--- src/rtl/pipe_addsub_n_if.sv ---
// Purpose: operand/result bundle for pipe_addsub_n, as valid/ready on both sides.
// Latency: none (wires only).
// Backpressure: in_ready/out_ready carry the flow control; see pipe_addsub_n.
// Signals: in_valid/in_ready, op[1:0], a/b[N-1:0], cin (producer side);
//          out_valid/out_ready, result[N-1:0], flag_n/z/c/v (consumer side).
// master = producer+consumer environment, slave = the adder pipeline.
interface pipe_addsub_n_if #(
  parameter int N = 32
);
  logic         in_valid;
  logic         in_ready;
  logic [1:0]   op;
  logic [N-1:0] a;
  logic [N-1:0] b;
  logic         cin;
  logic         out_valid;
  logic         out_ready;
  logic [N-1:0] result;
  logic         flag_n;
  logic         flag_z;
  logic         flag_c;
  logic         flag_v;

  modport master (
    output in_valid, op, a, b, cin, out_ready,
    input  in_ready, out_valid, result, flag_n, flag_z, flag_c, flag_v
  );

  modport slave (
    input  in_valid, op, a, b, cin, out_ready,
    output in_ready, out_valid, result, flag_n, flag_z, flag_c, flag_v
  );
endinterface

--- src/rtl/pipe_addsub_n.sv ---
// Purpose: pipelined N-bit ADD/ADC/SUB/SBC, CHUNK bits per stage, with NZCV flags.
// Latency: STAGES = N/CHUNK cycles from accept to out_valid, plus one per stall cycle.
// Backpressure: whole pipe freezes while out_valid & ~out_ready; in_ready = ~stall.
// Ports: clk, rst (async, active-high); bus (slave modport of pipe_addsub_n_if):
//   in_valid/in_ready/op/a/b/cin in, out_valid/out_ready/result/flag_n/z/c/v out.
// N must be a multiple of CHUNK and at least 2.
module pipe_addsub_n #(
  parameter int N     = 32,
  parameter int CHUNK = 8
) (
  input  logic           clk,
  input  logic           rst,
  pipe_addsub_n_if.slave bus
);
  localparam int STAGES = N / CHUNK;
  localparam int LAST   = STAGES - 1;

  logic         stall;
  logic         adv;
  logic         c0;
  logic [N-1:0] b_eff;

  // Per-stage state. x carries the finished low result chunks merged with the
  // still-pending upper chunks of a (skew and deskew share one register);
  // y carries the conditioned b operand; cy is the chunk carry-out.
  logic         vld_q [STAGES];
  logic [N-1:0] x_q   [STAGES];
  logic [N-1:0] y_q   [STAGES];
  logic         cy_q  [STAGES];

  logic         vld_d [STAGES];
  logic [N-1:0] x_d   [STAGES];
  logic [N-1:0] y_d   [STAGES];
  logic         cy_d  [STAGES];

  logic [N-1:0] x_in  [STAGES];
  logic [N-1:0] y_in  [STAGES];
  logic         c_in  [STAGES];
  logic         v_in  [STAGES];
  logic [CHUNK:0] sum [STAGES];

  logic fn_q, fz_q, fv_q;
  logic fn_d, fz_d, fv_d;
  logic c_msb;

  assign stall        = bus.out_valid & ~bus.out_ready;
  assign adv          = ~stall;
  assign bus.in_ready = adv;

  // Subtraction is a + ~b + carry; only the carry source differs per op.
  assign b_eff = bus.op[1] ? ~bus.b : bus.b;

  always_comb begin
    case (bus.op)
      2'b00:   c0 = 1'b0;
      2'b01:   c0 = bus.cin;
      2'b10:   c0 = 1'b1;
      default: c0 = bus.cin;
    endcase
  end

  always_comb begin
    x_in[0] = bus.a;
    y_in[0] = b_eff;
    c_in[0] = c0;
    v_in[0] = bus.in_valid;
    for (int k = 1; k < STAGES; k++) begin
      x_in[k] = x_q[k-1];
      y_in[k] = y_q[k-1];
      c_in[k] = cy_q[k-1];
      v_in[k] = vld_q[k-1];
    end

    for (int k = 0; k < STAGES; k++) begin
      sum[k] = {1'b0, x_in[k][k*CHUNK +: CHUNK]}
             + {1'b0, y_in[k][k*CHUNK +: CHUNK]}
             + {{CHUNK{1'b0}}, c_in[k]};
      x_d[k] = x_in[k];
      x_d[k][k*CHUNK +: CHUNK] = sum[k][CHUNK-1:0];
      y_d[k]   = y_in[k];
      cy_d[k]  = sum[k][CHUNK];
      vld_d[k] = v_in[k];
    end

    // Carry into bit N-1 recovered from the MSB sum bit and its two operand
    // bits; for CHUNK=1 this is exactly the previous stage's carry.
    c_msb = x_d[LAST][N-1] ^ x_in[LAST][N-1] ^ y_in[LAST][N-1];
    fn_d  = x_d[LAST][N-1];
    fz_d  = (x_d[LAST] == '0);
    fv_d  = cy_d[LAST] ^ c_msb;
  end

  // Bubbles advance with don't-care data; only vld_q qualifies the output.
  always_ff @(posedge clk or posedge rst) begin
    if (rst) begin
      for (int k = 0; k < STAGES; k++) begin
        vld_q[k] <= 1'b0;
        x_q[k]   <= '0;
        y_q[k]   <= '0;
        cy_q[k]  <= 1'b0;
      end
      fn_q <= 1'b0;
      fz_q <= 1'b0;
      fv_q <= 1'b0;
    end else if (adv) begin
      for (int k = 0; k < STAGES; k++) begin
        vld_q[k] <= vld_d[k];
        x_q[k]   <= x_d[k];
        y_q[k]   <= y_d[k];
        cy_q[k]  <= cy_d[k];
      end
      fn_q <= fn_d;
      fz_q <= fz_d;
      fv_q <= fv_d;
    end
  end

  assign bus.out_valid = vld_q[LAST];
  assign bus.result    = x_q[LAST];
  assign bus.flag_n    = fn_q;
  assign bus.flag_z    = fz_q;
  assign bus.flag_c    = cy_q[LAST];
  assign bus.flag_v    = fv_q;
endmodule

--- src/flat_wrapper.sv ---
// flat-port wrapper written by rule: the top's interface ports become plain ports
module pipe_addsub_n_flat 
#(
  parameter int N     = 32,
  parameter int CHUNK = 8
)
  (clk, rst, bus_in_valid, bus_op, bus_a, bus_b, bus_cin, bus_out_ready, bus_in_ready, bus_out_valid, bus_result, bus_flag_n, bus_flag_z, bus_flag_c, bus_flag_v);
  pipe_addsub_n_if #(.N(N)) bus_i ();
  input  logic clk;
  input  logic rst;
  input wire logic [$bits(bus_i.in_valid)-1:0] bus_in_valid;
  input wire logic [$bits(bus_i.op)-1:0] bus_op;
  input wire logic [$bits(bus_i.a)-1:0] bus_a;
  input wire logic [$bits(bus_i.b)-1:0] bus_b;
  input wire logic [$bits(bus_i.cin)-1:0] bus_cin;
  input wire logic [$bits(bus_i.out_ready)-1:0] bus_out_ready;
  output wire logic [$bits(bus_i.in_ready)-1:0] bus_in_ready;
  output wire logic [$bits(bus_i.out_valid)-1:0] bus_out_valid;
  output wire logic [$bits(bus_i.result)-1:0] bus_result;
  output wire logic [$bits(bus_i.flag_n)-1:0] bus_flag_n;
  output wire logic [$bits(bus_i.flag_z)-1:0] bus_flag_z;
  output wire logic [$bits(bus_i.flag_c)-1:0] bus_flag_c;
  output wire logic [$bits(bus_i.flag_v)-1:0] bus_flag_v;
  assign bus_i.in_valid = bus_in_valid;
  assign bus_i.op = bus_op;
  assign bus_i.a = bus_a;
  assign bus_i.b = bus_b;
  assign bus_i.cin = bus_cin;
  assign bus_i.out_ready = bus_out_ready;
  assign bus_in_ready = bus_i.in_ready;
  assign bus_out_valid = bus_i.out_valid;
  assign bus_result = bus_i.result;
  assign bus_flag_n = bus_i.flag_n;
  assign bus_flag_z = bus_i.flag_z;
  assign bus_flag_c = bus_i.flag_c;
  assign bus_flag_v = bus_i.flag_v;
  pipe_addsub_n #(.N(N), .CHUNK(CHUNK)) u_core (.clk(clk), .rst(rst), .bus(bus_i));
endmodule
--- config.mk ---
export PLATFORM = sky130hd
export DESIGN_NAME = pipe_addsub_n_flat
export DESIGN_NICKNAME = d
export VERILOG_FILES = /design/src/rtl/pipe_addsub_n_if.sv /design/src/rtl/pipe_addsub_n.sv /design/src/flat_wrapper.sv
export SDC_FILE = /design/constraint.sdc
export NUM_CORES = 1
export LEC_CHECK = 0
export ABC_CLOCK_PERIOD_IN_PS = 7900
export CAP_MARGIN = 20
export CORE_MARGIN = 2
export CORE_UTILIZATION = 56
export DETAILED_ROUTE_END_ITERATION = 8
export PLACE_DENSITY = 0.82
export SLEW_MARGIN = 20
export SYNTH_ARGS = -nofsm -noshare
export SYNTH_HDL_FRONTEND = slang
export SYNTH_SLANG_ARGS = --single-unit
--- constraint.sdc ---
create_clock -name clk -period 7.9 [get_ports clk]
set_input_delay 1.58 -clock clk [delete_from_list [all_inputs] [get_ports clk]]
set_output_delay 1.58 -clock clk [all_outputs]
set_load 0.02 [all_outputs]
Word level (Yosys, flattened, before mapping)
Cells that the tools add are included.

$add $sub $neg: 8. Eq/ne operators: 1. Muxes and demuxes: 2. Bitwise logic cells: 7. Reduce and logical (&&, ||, !) cells: 2.

Operators by type and width (number): $add 8x8->9 (4); $add 9x1->9 (4); $logic_not 32->1 (1); $mux 32 (1); $not 32->32 (1); $xor 1x1->1 (3); $eq 2x2->1 const B (1); $logic_not 2->1 (1); $not 1->1 (2); $pmux 1 s2 (1); $and 1x1->1 (1).

Register bits after elaboration: 235. Input bits: 71. Output and inout bits: 38. Logic and storage cells: 38.

Logic depth before layout (Yosys ltp)
Gate-level depths: netlist (run 1).

Depth after elaboration: 5. Depth in mapped cells: 11. Depth with buffers taken out: 10.

Least setup slack after synthesis (run 1)
Ideal clock, no wire load.

Kind: in2out. Start point: in bus_out_ready. End point: out bus_in_ready. Arrival: 2551 ps. Data required time: 6320 ps. Slack: 3769 ps. Cell stages on the path: 4. Buffers on the path: 2. Cells stage by stage: and2b_1 inv_2 clkbuf_1 clkbuf_1.

Cells in the longest elaborated chain, start to end: 3.

RTL lines: start, declared (RTL line flat_wrapper.sv:16) `input wire logic [$bits(bus_i.out_ready)-1:0] bus_out_ready;`; $not 1->1 (RTL line pipe_addsub_n.sv:46) `assign stall = bus.out_valid & ~bus.out_ready;`; $and 1x1->1 (RTL line pipe_addsub_n.sv:46); $not 1->1 (RTL line pipe_addsub_n.sv:47) `assign adv = ~stall;`; end, declared (RTL line flat_wrapper.sv:17) `output wire logic [$bits(bus_i.in_ready)-1:0] bus_in_ready;`.

Every way passes these cells.

Final worst setup path (run 1)
Ends and elaborated chain as after synthesis.

==> results.tsv, run 1 <==
stage	metric	value	unit
run_status	status	finished, final reports clean	
logic_synthesis	ys_types	45	
clock_network	insertion_delay	430	ps
route	via_count	6325	
clock_network	post_cts_buffers	0	
clock_network	cts_tree	done	
hold_path	hold_class	flip-flop to flip-flop	
cells_and_area	fin_nets	1127	
logic_synthesis	syn_area_per_cell	9.130	um2
clock_network	path_clk_slew	70	ps
die	core	15030	um2
clock_network	cts_made_buffers	17	
sta	rsz0062_at_grt	no	
worst_setup_path	endpoint_kind	primary output	
sta	tightest_slew	993.4	ps
worst_setup_path	critPathMaxFanout	87	
route	routed_wirelength	16.53	mm
pwr	power_density	406.1	nW/um2
sta	tns	0	ps
global_route	grt_max_degree	119	
route	firstDrtPassIters	5	
sta	finalSetupViolCount	0	
logic_synthesis	yosysSeqAreaShare	54.64	%
cells_and_area	n_fill_cell	1155	
cells_and_area	register_area	4654	um2
logic_synthesis	synth_warnings	0	
clock_network	htreeDepth	4	
worst_setup_path	arrival	4100	ps
sta	slew_violations	0	
worst_setup_path	r2r-start	u_core.bus.out_valid	
logic_synthesis	syn_area	8518	um2
cells_and_area	instances_no_fill	1221	
worst_setup_path	criticalPathCategory	input pin to primary output	
cells_and_area	antenna_cells	0	
sta	fin_skew	10.08	ps
route	ant_nets	0	
route	drc	0	
sta	fin_crit	5684	ps
die	initial_utilization	56.66	%
place	port_buffers	108	
hold_path	min_from	u_core.x_d[95]	
place	dpl.hpwl	10.78	mm
worst_setup_path	startpoint_type	input pin	
worst_setup_path	critPathLaunch	bus_out_ready	
place	dp_cells	1187	
clock_network	post_cts_resized	0	
logic_synthesis	postSynthCellCount	933	
die	io_pins	109	
global_route	grt_usage	21.51	%
die	dieArea	16210	um2
worst_setup_path	crit_required	6320	ps
sta	hold_viol_final	0	
sta	min_period_over_period	71.95	%
die	fp.dieH	127.3	um
clock_network	cts_hold_buffers	0	
place	place_congestion	0.7759	
die	rows	45	
run	cap_violations	0	
route	wl_per_cell	13.54	um
logic_synthesis	synth_nets	1040	
global_route	grt_pass1_vias	5868	
logic_synthesis	ys_seq_elements	186	
global_route	grt_pass1_wl	27.88	mm
clock_network	cts_root_buf	clkbuf_16	
cells_and_area	areaGrowthSynthToFinish	20.96	%
clock_network	clockBufferDepth	2	
route	drt_iter0_drc	429	
clock_network	clock_sinks	186	
global_route	antenna_found_initial	0	
die	die_width	127.3	um
pwr	leakagePower	5.022	nW
route	viasPerCell	5.180	
cells_and_area	drive_gt1_share	5.034	%
pwr	vdd_ir_drop_max	239.2	uV
sta	timing.slew.headroom	33.77	%
global_route	overflow	0	
cells_and_area	multi_input_area	3586	um2
sta	fmax	0.1759	GHz
sta	fin_hold_ws	462.9	ps
state kept, by name, summed over array words and instances (netlist names):
signal,count
u_core.x_d,72
u_core.y_d,48
u_core.bus.result,31
u_core.x_in,24
u_core.c_in,3
u_core.v_in,3
u_core.bus.flag_c,1
u_core.bus.flag_n,1
u_core.bus.flag_v,1
u_core.bus.flag_z,1
u_core.bus.out_valid,1
layout make-up:
class                           instances  area share [%]
Sequential cell                       186           45.17
Clock inverter                         10          0.8986
Tap cell                              188           2.283
Inverter                               22          0.8743
Multi-Input combinational cell        679           34.80
Clock buffer                           22           4.699
Timing Repair Buffer                  114           11.27
cell families after synthesis:
| group | share of synthesized area [%] |
|---|---|
| buf+inv | 3.290 |
| compound gates | 7.565 |
| flops | 54.64 |
| simple gates | 22.56 |
| xor+xnor | 5.435 |
| mux | 0.5141 |
| fa+ha+maj | 5.993 |
routing by layer:
metal	vias up	share of wire, %	global-route usage, %
met5	-	0	0
met4	0	1.2	5.688
met3	17	3.9	5.360
met2	147	48	32.71
met1	2999	47	31.34
li1	3162	-	-
synthesized netlist by cell type (all sizes together):
cell type / number / area (um2)
mux2i: 1 / 10.01
o41a: 1 / 11.26
ha: 28 / 350.3
nor3b: 4 / 30.03
a21oi: 29 / 152.7
o221ai: 2 / 17.52
o31ai: 4 / 30.03
nand2b: 1 / 6.260
o21ai: 39 / 195.2
dfrtp: 186 / 4654
a211o: 3 / 26.28
nand3b: 4 / 30.03
inv: 22 / 82.58
fa: 8 / 160.2
o41ai: 3 / 60.06
nand4: 2 / 12.51
o211ai: 4 / 35.03
a2111o: 1 / 11.26
and3: 3 / 18.77
clkbuf: 24 / 90.09
xnor2: 39 / 349.1
buf: 22 / 107.6
a21boi: 3 / 22.52
and2b: 1 / 7.510
a21o: 7 / 52.55
nor4b: 2 / 17.52
or2: 1 / 6.260
nor4: 6 / 37.54
nor2b: 2 / 12.51
nor2: 25 / 93.84
nor3: 3 / 15.01
o21bai: 2 / 15.01
a211oi: 2 / 15.01
nand2: 426 / 1599
mux2: 3 / 33.78
nand3: 7 / 35.03
xor2: 13 / 113.9
power by group:
part           switching [mW]  internal, mW
Clock                   0.352         0.467
Combinational           0.964         0.747
Sequential              0.274          1.38
Total                    1.59          2.59
critical path, stage by stage:
cell and delay, ps:
clkdlybuf4s50_1 390, and2b_4 880, inv_4 510, clkdlybuf4s50_1 680
layout by cell type (no fill, tap or decap), types with 4 or more instances in the layout:
| cell | count |
|---|---|
| o21ai_1 | 17 |
| nand2_1 | 426 |
| fa_1 | 8 |
| buf_4 | 4 |
| xor2_1 | 13 |
| dfrtp_1 | 186 |
| clkdlybuf4s50_1 | 107 |
| nand3_1 | 7 |
| nor2_1 | 25 |
| nand3b_1 | 4 |
| inv_1 | 20 |
| ha_1 | 28 |
| a21o_1 | 7 |
| xnor2_1 | 38 |
| o21ai_0 | 22 |
| nor4_1 | 6 |
| clkinvlp_4 | 4 |
| clkbuf_8 | 4 |
| a21oi_1 | 27 |
| clkbuf_16 | 17 |
| nor3b_1 | 4 |
| o31ai_1 | 4 |
stage by stage:
step	power [mW]	util, %	setup slack (ps)	area (um2)
after floorplan	2.833	-	1263	8518
after global placement	3.280	64.34	2225	9672
after detailed placement	3.354	64.34	2213	9672
after CTS	4.200	68.17	2211	10250
after global routing	4.497	68.54	2054	10300
final	4.184	68.54	2216	10300
final timing paths:
path                                    endpoint  slack (ps)  cells after the start
setup reg to reg                  u_core.x_d[71]        4770                      7
hold / removal                    u_core.x_d[63]         460                      2
hold reg to reg                   u_core.x_d[63]         460                      2
max in group asynchronous  u_core.bus.result[19]        4850                      4
setup / recovery                    bus_in_ready        2220                      4
min in group asynchronous        u_core.x_in[76]        1450                      2
Power figures use the tool's default switching activity.
==> inputs of run 2 (changes only) <==
--- a/config.mk
+++ b/config.mk
@@ -5,12 +5,12 @@
 export SDC_FILE = /design/constraint.sdc
 export NUM_CORES = 1
 export LEC_CHECK = 0
-export ABC_CLOCK_PERIOD_IN_PS = 7900
+export ABC_CLOCK_PERIOD_IN_PS = 4810
 export CAP_MARGIN = 20
 export CORE_MARGIN = 2
-export CORE_UTILIZATION = 56
+export CORE_UTILIZATION = 50
 export DETAILED_ROUTE_END_ITERATION = 8
-export PLACE_DENSITY = 0.82
+export PLACE_DENSITY = 0.77
 export SLEW_MARGIN = 20
 export SYNTH_ARGS = -nofsm -noshare
 export SYNTH_HDL_FRONTEND = slang
==> constraint.sdc (replaced) <==
create_clock -name clk -period 4.81 [get_ports clk]
set_input_delay 0.962 -clock clk [delete_from_list [all_inputs] [get_ports clk]]
set_output_delay 0.962 -clock clk [all_outputs]
set_load 0.02 [all_outputs]
==> run 2 against run 1 <==
Compared with the run above:
- sequential share of layout area fell by 0.28 points
- worst hold slack about the same
- global-route usage decreased by 1.0 points
- critical path depth unchanged
- largest power group unchanged
==> results.tsv, run 2 (synthesized netlist as in run 1, its figures left out) <==
stage	metric	value	unit	change
run_status	status	finished, final reports clean		
die	die_width	134.5	um	+5.7%
worst_setup_path	crit_path_frequent_cell	clkdlybuf4s50_1		
sta	fin_crit	3762	ps	
route	drc	0		unchanged
route	top_layer_used	met4		
die	initial_utilization	51.18	%	-5.5 points
sta	hold_viol_final	0		unchanged
clock_network	post_cts_resized	0		unchanged
route	wl_per_cell	13.86	um	+2.3%
cells_and_area	n_fill_cell	1412		+22%
worst_setup_path	max_stage_delay	700	ps	-180 ps
route	met2_length	8.213	mm	+4.5%
worst_setup_path	criticalPathCategory	input pin to primary output		
place	place_congestion	0.7837		+1.0%
die	dieArea	18100	um2	+12%
route	ant_nets	0		unchanged
worst_setup_path	crit_family	buffers and inverters		
clock_network	cts_made_buffers	17		unchanged
place	port_buffers	108		unchanged
die	io_pins	109		unchanged
cells_and_area	areaGrowthSynthToFinish	21.71	%	
global_route	grt_usage	20.48	%	-1.0 points
worst_setup_path	path_cells	clkdlybuf4s50_1 > and2b_4 > inv_4 > clkdlybuf4s50_1		
cells_and_area	instances_no_fill	1254		+2.7%
cells_and_area	layout_common_cells	nand2_1, dfrtp_1, clkdlybuf4s50_1		
cells_and_area	layout_commonest_cell	nand2_1		
clock_network	cts_hold_buffers	0		unchanged
sta	finalSetupViolCount	0		unchanged
clock_network	clockBufferDepth	2		unchanged
route	via_count	6301		-0.38%
clock_network	post_cts_buffers	0		unchanged
global_route	grt_pass1_wl	29.68	mm	+6.5%
sta	min_period_over_period	78.21	%	
die	rows	47		+4.4%
place	placed_cell_area	9758	um2	+0.89%
global_route	antenna_found_initial	0		unchanged
clock_network	insertion_delay	420	ps	about the same
sta	tightest_slew	939.8	ps	-53.64 ps
pwr	leakagePower	5.033	nW	+0.22%
worst_setup_path	arrival	2800	ps	-1300 ps
pwr	power_density	670.7	nW/um2	+65%
route	routed_wirelength	17.38	mm	+5.1%
sta	timing.slew.headroom	37.35	%	+3.6 points
worst_setup_path	critPathMaxFanout	51		-41%
place	dp_cells	1222		+2.9%
worst_setup_path	startpoint_type	input pin		
worst_setup_path	endpoint_kind	primary output		
worst_setup_path	slowest_stage	clkdlybuf4s50_1		
clock_network	clock_sinks	186		unchanged
place	preCtsSetupSlack	1057	ps	-1156 ps
worst_setup_path	crit_required	3850	ps	-2470 ps
clock_network	cts_tree	done		
die	fp.dieH	134.5	um	+5.7%
clock_network	path_clk_slew	70	ps	about the same
route	firstDrtPassIters	5		unchanged
sta	setup_slack	1048	ps	-1168 ps
clock_network	cts_root_buf	clkbuf_16		
sta	slew_violations	0		unchanged
global_route	grt_max_degree	100		-16%
route	dr_wl_met3	717	um	+9.8%
route	drt_iter0_drc	543		+27%
pwr	vdd_ir_drop_max	366.2	uV	+53%
worst_setup_path	crit_buf_inv	3		unchanged
die	core	16640	um2	+11%
clock_network	htreeDepth	4		unchanged
route	wl_met1	8.229	mm	+5.3%
sta	rsz0062_at_grt	no		
run	cap_violations	0		unchanged
hold_path	hold_class	flip-flop to flip-flop		
global_route	grt_pass1_vias	6152		+4.8%
cells_and_area	largest_reg_flops	72		unchanged
cells_and_area	fin_nets	1128		+0.089%
cells_and_area	antenna_cells	0		unchanged
cells_and_area	drive_gt1_share	5.126	%	+0.092 points
sta	fin_skew	7.150	ps	-2.932 ps
global_route	overflow	0		unchanged
cells_and_area	final_core_util	62.30	%	-6.2 points
cells_and_area	design_area	10370	um2	+0.62%
sta	tns	0	ps	unchanged
place	dpl.hpwl	11.72	mm	+8.7%
route	viasPerCell	5.025		-3.0%
sta	fmax	0.2658	GHz	
## run 2: cell types whose count changed in the layout (fill, tap and decap cells not counted)
| cell | before | now |
|---|---|---|
| buf_12 | 0 | 2 |
| buf_16 | 2 | 0 |
| buf_4 | 4 | 5 |
| bufinv_16 | 1 | 3 |
| clkbuf_8 | 4 | 1 |
| clkinv_2 | 3 | 2 |
| clkinv_4 | 3 | 2 |
| inv_6 | 0 | 3 |
## run 2: report_power, final
group / leakage [nW] / switching (mW) / internal, mW
clock: 0.290 / 0.593 / 0.836
sequential: 2.24 / 0.447 / 2.27
combinational: 2.50 / 1.59 / 1.22
total: 5.03 / 2.64 / 4.32
## run 2: routing by layer
layer  up-vias  GRT usage [%]
met2       141          31.77
met1      2982          29.67
li1       3157              -
met5         -              0
met4         0          6.374
met3        21          3.679
## run 2: path summary, 6_finish.rpt
kind | from | end | slack (ps) | cells past startpoint
worst min-delay path | u_core.bus.result[3] | u_core.bus.result[3] | 460 | 2
worst min register to register | u_core.bus.result[3] | u_core.bus.result[3] | 460 | 2
worst max-delay path | bus_out_ready | bus_in_ready | 1050 | 4
worst max register to register | u_core.c_in[0] | u_core.bus.flag_v | 2230 | 8
min in group asynchronous | rst | u_core.y_d[74] | 1030 | 2
max in group asynchronous | rst | u_core.bus.result[22] | 2820 | 3
## run 2: final cells by class
| type | count | area, um2 | area share, % |
|---|---|---|---|
| timing repair buffer | 115 | 1154 | 11.13 |
| sequential | 186 | 4654 | 44.90 |
| clock buffer | 19 | 442.9 | 4.272 |
| tap | 220 | 275.3 | 2.655 |
| clock inverter | 13 | 166.4 | 1.605 |
| multi-input combinational | 679 | 3586 | 34.59 |
| inverter | 22 | 88.84 | 0.8569 |
## run 2: worst min-delay path, cell delays in order (launching register included)
cell and delay [ps]:
dfrtp_1 340, nand2_1 50, nand2_1 50
## run 2: metrics by stage
stage | hold WS (ps) | power (mW)
finish | 462.9 | 6.953
global route | 478.6 | 7.476
CTS | 469.4 | 6.994
detailed placement | 455.2 | 5.529
global placement | 439.3 | 5.426
floorplan | 430.0 | 4.654
==> inputs of run 3 (changes only) <==
--- a/config.mk
+++ b/config.mk
@@ -5,12 +5,12 @@
 export SDC_FILE = /design/constraint.sdc
 export NUM_CORES = 1
 export LEC_CHECK = 0
-export ABC_CLOCK_PERIOD_IN_PS = 4810
+export ABC_CLOCK_PERIOD_IN_PS = 3910
 export CAP_MARGIN = 20
 export CORE_MARGIN = 2
-export CORE_UTILIZATION = 50
+export CORE_UTILIZATION = 56
 export DETAILED_ROUTE_END_ITERATION = 8
-export PLACE_DENSITY = 0.77
+export PLACE_DENSITY = 0.82
 export SLEW_MARGIN = 20
 export SYNTH_ARGS = -nofsm -noshare
 export SYNTH_HDL_FRONTEND = slang
==> constraint.sdc (replaced) <==
create_clock -name clk -period 3.91 [get_ports clk]
set_input_delay 0.782 -clock clk [delete_from_list [all_inputs] [get_ports clk]]
set_output_delay 0.782 -clock clk [all_outputs]
set_load 0.02 [all_outputs]
==> run 3 against run 2 <==
Compared with the run above:
- sequential share of layout area increased by 0.25 points
- count of clock-buffer cells in the layout increased by 3
- sequential power increased by 24%
- die area decreased by 10%
- wire length decreased by 0.56%
- clock skew increased by 2.1 ps
- critical endpoint is now u_core.c_in[2]
- largest power group unchanged
- highest routed layer unchanged
==> results.tsv, run 3 (synthesized netlist as in run 1, its figures left out) <==
stage	metric	value	unit	change
run_status	status	finished, final reports clean		
global_route	grt.met2_usage	36.52	%	+4.7 points
hold_path	hold_class	flip-flop to flip-flop		
global_route	grt_pass1_vias	6239		+1.4%
worst_setup_path	path_cells	clkdlybuf4s50_1 > mux2_2 > fa_1 > fa_1 > a21o_1 > a21oi_1 > o21bai_1 > a21o_1 > a21oi_1 > o221ai_1		
worst_setup_path	crit_buf_inv	1		-2
place	port_buffers	108		unchanged
sta	min_period_over_period	78.88	%	
global_route	grt_pass1_wl	29.73	mm	+0.17%
worst_setup_path	crit_family	compound AO/OA/AOI/OAI gates		
route	drt_iter0_drc	556		+2.4%
cells_and_area	layout_common_cells	nand2_1, dfrtp_1, clkdlybuf4s50_1		
cells_and_area	final_core_util	68.58	%	+6.3 points
worst_setup_path	ff2ff_path_depth	8		unchanged
clock_network	clockBufferDepth	2		unchanged
cells_and_area	areaGrowthSynthToFinish	21.03	%	
worst_setup_path	startpoint_type	input pin		
place	dpl.hpwl	11.32	mm	-3.5%
run	cap_violations	0		unchanged
cells_and_area	multi_input_area	3586	um2	unchanged
pwr	power_density	821.2	nW/um2	+22%
die	io_pins	109		unchanged
route	via_count	6380		+1.3%
sta	finalSetupViolCount	0		unchanged
clock_network	cts_hold_buffers	0		unchanged
cells_and_area	drive_gt1_share	5.029	%	-0.097 points
clock_network	cts_made_buffers	17		unchanged
die	fp.dieH	127.3	um	-5.3%
worst_setup_path	criticalPathCategory	input pin to flip-flop		
hold_path	hold_depth	2		unchanged
global_route	grt_busiest_layer	met2		
clock_network	clock_sinks	186		unchanged
cells_and_area	layout_commonest_cell	nand2_1		
clock_network	cts_tree	done		
sta	slew_violations	0		unchanged
global_route	grt_max_degree	204		+100%
route	firstDrtPassIters	5		unchanged
route	wl_per_cell	14.14	um	+2.0%
worst_setup_path	endpoint_kind	flip-flop		
hold_path	min_from	u_core.bus.result[24]		
worst_setup_path	max_stage_delay	460	ps	-240 ps
clock_network	post_cts_buffers	0		unchanged
worst_setup_path	rrSetupSlack	1250	ps	-980 ps
sta	timing.slew.headroom	37.50	%	+0.15 points
clock_network	htreeDepth	4		unchanged
sta	tightest_slew	937.5	ps	-2.238 ps
hold_path	min_delay_worst_endpoint	u_core.bus.result[24]		
sta	fin_skew	9.267	ps	+2.116 ps
route	routed_wirelength	17.28	mm	-0.56%
cells_and_area	register_area	4654	um2	unchanged
sta	tns	0	ps	unchanged
global_route	met3_usage	4.899	%	+1.2 points
worst_setup_path	arrival	3360	ps	+560 ps
global_route	grt_usage	23.15	%	+2.7 points
global_route	overflow	0		unchanged
sta	fmax	0.3242	GHz	
cells_and_area	largest_reg_flops	72		unchanged
worst_setup_path	crit_required	4190	ps	+340 ps
global_route	antenna_found_initial	0		unchanged
die	dieArea	16210	um2	-10%
clock_network	post_cts_resized	0		unchanged
route	viasPerCell	5.221		+3.9%
die	initial_utilization	56.66	%	+5.5 points
pwr	leakagePower	5.032	nW	about the same
sta	fin_crit	3084	ps	
route	ant_nets	0		unchanged
worst_setup_path	critPathMaxFanout	2		-96%
global_route	gr-usage-met1	32.20	%	+2.5 points
place	place_congestion	0.8129		+3.7%
worst_setup_path	slowest_stage	clkdlybuf4s50_1		
route	drc	0		unchanged
clock_network	insertion_delay	430	ps	about the same
die	die_width	127.3	um	-5.3%
clock_network	path_clk_slew	60	ps	about the same
sta	hold_viol_final	0		unchanged
worst_setup_path	r2r-end	u_core.bus.flag_v		
die	rows	45		-4.3%
sta	rsz0062_at_grt	no		
worst_setup_path	r2r-start	u_core.c_in[0]		
pwr	vdd_ir_drop_max	371.9	uV	+1.6%
cells_and_area	fin_nets	1128		unchanged
clock_network	cts_root_buf	clkbuf_16		
die	core	15030	um2	-9.7%
cells_and_area	antenna_cells	0		unchanged
cells_and_area	n_fill_cell	1122		-21%
## run 3: how the worst max path moves through the flow
stage / startpoint / endpoint / slack [ps] / depth (start not counted)
2_1_floorplan: bus_op[1] / u_core.c_in[2] / 690 / 11
3_3_place_gp: bus_op[0] / u_core.c_in[2] / 460 / 10
3_5_place_dp: bus_op[0] / u_core.c_in[2] / 410 / 10
4_1_cts: bus_op[0] / u_core.c_in[2] / 870 / 10
5_1_grt: bus_op[0] / u_core.c_in[2] / 700 / 10
6_report: bus_op[0] / u_core.c_in[2] / 830 / 10
## run 3: power breakdown
part | internal (mW) | switching (mW)
combinational | 1.51 | 1.95
sequential | 2.79 | 0.573
clock | 0.928 | 0.718
total | 5.23 | 3.24
## run 3: per-layer routing
layer,vias up,part of all wire [%]
met5,-,0
met4,0,2.1
met3,28,3.9
met2,142,48
met1,3050,46
li1,3160,-
## run 3: tightest hold or removal path: cells and delay by family, from the launching register on
kind | cells | cell delay (ps)
simple gates | 2 | 90
flops | 1 | 340
## run 3: final cells by class
cell class / count / share of cell area [%]
flip-flops and latches: 186 / 45.15
multi-input cells: 679 / 34.78
repair buffers: 115 / 11.43
clock buffers: 22 / 4.600
well taps: 188 / 2.282
clock inverters: 10 / 0.8981
inverters: 22 / 0.8616
## run 3: stage by stage
stage               setup slack [ps]  std cells  hold WS [ps]  area, um2  power [mW]
floorplan                      687.0        933         430.0       8522       5.725
global placement               457.0       1190         447.3       9743       6.639
detailed placement             409.4       1190         452.6       9743       6.789
CTS                            865.3       1222         467.3      10310       8.508
global route                   704.4       1222         483.5      10310       9.125
finish                         825.9       1222         461.4      10310       8.466
